`src/rtl/serial_mod_pkg.sv`:
```
// Shared constants and parameter helpers for the serial modulo checker.
// Used by serial_mod_checker and mod_add_reduce.
package serial_mod_pkg;

    localparam logic MODE_MSB = 1'b0;
    localparam logic MODE_LSB = 1'b1;

    localparam int MODULUS_MIN = 2;
    localparam int MODULUS_MAX = 32768;

    function automatic bit modulus_ok(input int modulus);
        return (modulus >= MODULUS_MIN) && (modulus <= MODULUS_MAX);
    endfunction

    // A zero width makes an illegal MODULUS collapse visibly at elaboration.
    function automatic int rem_width(input int modulus);
        if (!modulus_ok(modulus)) begin
            return 0;
        end
        return $clog2(modulus);
    endfunction

endpackage

```
`src/rtl/mod_add_reduce.sv`:
```
// (a + b + cin) mod MODULUS for a, b < MODULUS using one conditional subtract.
module mod_add_reduce
    import serial_mod_pkg::*;
#(
    parameter int MODULUS = 7,
    parameter int REM_W   = rem_width(MODULUS)
) (
    input  logic [REM_W-1:0] a,
    input  logic [REM_W-1:0] b,
    input  logic             cin,
    output logic [REM_W-1:0] y
);

    localparam logic [REM_W:0] MOD_V = (REM_W+1)'(MODULUS);

    logic [REM_W:0] sum_s;

    // Sum is below 2*MODULUS, so a single subtract fully reduces it.
    always_comb begin
        sum_s = {1'b0, a} + {1'b0, b} + {{REM_W{1'b0}}, cin};
        if (sum_s >= MOD_V) begin
            y = REM_W'(sum_s - MOD_V);
        end else begin
            y = REM_W'(sum_s);
        end
    end

endmodule

```
`config.mk`:
```
export PLATFORM = sky130hd
export DESIGN_NAME = mod_add_reduce
export DESIGN_NICKNAME = d
export VERILOG_FILES = /design/src/rtl/serial_mod_pkg.sv /design/src/rtl/mod_add_reduce.sv
export SDC_FILE = /design/constraint.sdc
export NUM_CORES = 1
export LEC_CHECK = 0
export ABC_AREA = 1
export BUFFER_PORTS_ARGS = -buffer_cell sky130_fd_sc_hd__buf_4
export CAP_MARGIN = 20
export CORE_AREA = 2 2 39 41
export DETAILED_ROUTE_END_ITERATION = 12
export DIE_AREA = 0 0 41 43
export PLACE_DENSITY = 0.3
export SYNTH_ARGS = -nofsm -noshare
export SYNTH_HDL_FRONTEND = slang
export SYNTH_SLANG_ARGS = --single-unit
```
`constraint.sdc`:
```
create_clock -name vclk -period 7
set_clock_uncertainty 0.1 [all_clocks]
set_input_delay 1.75 -clock vclk [all_inputs]
set_output_delay 1.75 -clock vclk [all_outputs]
set_load 0.05 [all_outputs]
```
# Word-level counts from Yosys, hierarchy flattened
# Cells that the tools add are included.
# W data, S select, Z words.
# word_totals
input_bits,7
ff_bits,0
output_inout_bits,3
elab_cells,5
# classes
addsub,3
n_mux,1
n_lt_le_gt_ge,1
# ops
op,n
$add A3 B3 Y4,1
$add A4 B1 Y4,1
$ge A4 B3 Y1 const B,1
$mux W3,1
$sub A3 B3 Y3 const B,1

# Depth between registers and ports, before layout
# logic_depth
ltp_word,4
mapped_depth,8
mapped_depth_nobuf,8

# Least setup slack after synthesis
# OpenSTA, ideal clock, no wires.
# synth_path
path_type,input to output
startpoint,input port a[0]
endpoint,output port y[2]
arrival_time_ns,3.782
path_stages,6
path_buffers,0
required_time_ns,5.150
slack_ns,1.368
cell_sequence,fa_1 fa_1 ha_1 nand3_2 inv_1 a21oi_1
# synth_via
elab_chain_cells,4
elab_cells_between_ends,5
cone_classes,add/sub: 3; order compare: 1; mux: 1
# synth_rtl
element,line_no,rtl
from (decl),mod_add_reduce.sv:8,"input logic [REM_W-1:0] a,"
$add A3 B3 Y4 (*),mod_add_reduce.sv:20,"sum_s = {1'b0, a} + {1'b0, b} + {{REM_W{1'b0}}, cin};"
$add A4 B1 Y4 (*),mod_add_reduce.sv:20,
$ge A4 B3 Y1 / $sub A3 B3 Y3 (equally long branches),"mod_add_reduce.sv:21, mod_add_reduce.sv:22",
$mux W3 (*),mod_add_reduce.sv:21,if (sum_s >= MOD_V) begin
to (decl),mod_add_reduce.sv:11,output logic [REM_W-1:0] y
# Every way passes the cells marked *; elsewhere a longest branch is shown, timed or not.

# Final worst setup path
# layout_path
startpoint,input port a[0]
endpoint,output port y[0]
# The elaborated chain is that of the path after synthesis.

==> impl_metrics.ini <==
[run_status]
status = completed

[sta]
slew_headroom_pct = 90.3
max_freq_mhz = 185
final-setup-viol-count = 0
drv_slew = 0
fin_crit_ns = 5.40
rsz0062_at_grt = no
setup_tns_ns = 0
worst_slew_pin_slew_ns = 0.147
fin_crit_sh_pct = 77.1
hold_viol = 0

[route]
drtAntennaViolNets = 0
routed_wl_um = 395
routed-via-count = 200
dr.max_layer_used = met3
post_drt_wl_per_cell_um = 7.31
wl_met2_um = 213
drt_iter0_drc = 4
firstDrtPassIters = 2
dr_wl_met3_um = 18
routed_via_density = 3.70
met1_length_um = 162
drc = 0

[placement]
routabilityCongestion = 0.668
port_buffers = 10
placedInstanceArea_um2 = 275
dp_hpwl_um = 366

[synth]
synth-xor-area-share_pct = 0
synth_cell_type_count = 10
muxShareOfSynthArea_pct = 0
synth_top_family_by_area = simple AND/OR/NAND/NOR gates
synth_compound_gate_area_share_pct = 2.78
ys_warn_count = 0
ys_seq_area_share_pct = 0
synthSimpleGateAreaFrac_pct = 43.8
synth_cells = 28
syn_nets = 40
syn_area_um2 = 180
synth_fa_ha_area_share_pct = 43.1
avgSynthCellArea_um2 = 6.43

[die]
initial_core_util_pct = 13.0
core_area_um2 = 1380
pin_count = 10
die_y_um = 43
die_w_um = 41
die-area_um2 = 1760
placementRows = 14

[power_and_ir_drop]
ir_drop_mv = 0.0351
clkPwrFrac_pct = 0
leakage_nw = 0.162
p_int_mw = 0.0165
swShare_pct = 65.2
p_seq_share_pct = 0
p_switching_mw = 0.0310
power_density_nw_per_um2 = 173
combPwrFrac_pct = 100.0

[grt]
grt_use_total_pct = 5.61
overflow = 0
grt_start_max_net_pins = 5
grt_pass1_vias = 224
grt_pass1_wl_um = 752
antenna_found_initial = 0

[layout]
areaGrowthSynthToFinish_pct = 52.8
n_antenna_cell = 0
fillers = 162
fin_nets = 52
fin_area_um2 = 275
clkbuf_count = 0
seq_area_um2 = 0
layout-drive-gt1-share_pct = 36.8
seq_cells = 0
finish.utilization_pct = 19.9

[worst_hold_path]
hp-class = primary input to primary output
hold_end = y[2]
min_from = b[2]
hold_depth = 6

[worst_setup_path]
worst-path-max-fanout = 4
cp.required_ns = 5.15
critPathArrivalTime_ns = 3.55
crit_path_start_kind = primary input
end_kind = primary output
worstSetupPathType = primary input to primary output

[run]
cap_violations = 0

[clocking]
hold_buffers = 0
cts_resized = 0
post-cts-setup-buffers = 0
## cell usage in the layout, fill, tap and decap left out, drive strengths merged
master,instances
nand2,12
buf,10
inv,5
nand3,4
ha,3
fa,2
nor2,1
a21oi,1
## how the worst max path moves through the flow
stage          start  endpoint  slack (ns)  cells after the start
2_1_floorplan   a[0]      y[2]        1.37                      6
3_3_place_gp    a[0]      y[1]        1.61                      9
3_5_place_dp    a[0]      y[0]        1.60                      9
4_1_cts         a[0]      y[0]        1.59                      9
5_1_grt         a[0]      y[0]        1.50                      9
6_report        a[0]      y[0]        1.60                      9
## area by class of cell
| cell class | instances | area, µm² | area share, % |
|---|---|---|---|
| timing repair buffer | 10 | 75.1 | 27.3 |
| inverter | 5 | 18.8 | 6.82 |
| multi-input combinational | 23 | 161 | 58.6 |
| tap | 16 | 20.0 | 7.27 |
## cells by family after synthesis
kind of cell	count (synthesis)
fa+ha+maj	5
compound gates	1
simple gates	17
buf+inv	5
## cells in the mapped netlist
library cell	number	area, µm²
ha_1	3	37.5
nand3_1	3	15.0
nand2_2	2	12.5
fa_1	2	40.0
a21oi_1	1	5.00
inv_2	1	3.75
nand2_1	10	37.5
nand3_2	1	10.0
inv_1	4	15.0
nor2_1	1	3.75
## power by group through the flow
stage / Sequential (mW) / Combinational, mW / Clock [mW]
global placement: 0 / 0.0475 / 0
global route: 0 / 0.0522 / 0
detailed placement: 0 / 0.0479 / 0
CTS: 0 / 0.0482 / 0
floorplan: 0 / 0.0337 / 0
finish: 0 / 0.0475 / 0
## per-stage QoR
stage / power (mW) / hold WS [ns] / setup WS, ns / cells
2_1_floorplan: 0.0337 / 3.94 / 1.37 / 28
4_1_cts: 0.0482 / 4.02 / 1.59 / 54
3_5_place_dp: 0.0479 / 4.01 / 1.60 / 54
6_report: 0.0475 / 4.02 / 1.60 / 54
5_1_grt: 0.0522 / 4.06 / 1.50 / 54
3_3_place_gp: 0.0475 / 4.01 / 1.61 / 54
## metal layers
| metal | vias to the layer above | GRT usage, % |
|---|---|---|
| met5 | - | 0 |
| met2 | 4 | 11.6 |
| met4 | 0 | 0 |
| li1 | 107 | - |
| met3 | 0 | 0 |
| met1 | 89 | 6.07 |
## worst max-delay path, cell delays in order
cell and delay [ns]:
buf_4 0.11, fa_1 0.45, fa_1 0.53, ha_1 0.19, nand3_2 0.12, nand2_2 0.09, nand2_1 0.05, nand2_1 0.05
buf_4 0.19
(Power assumes the default switching activity.)
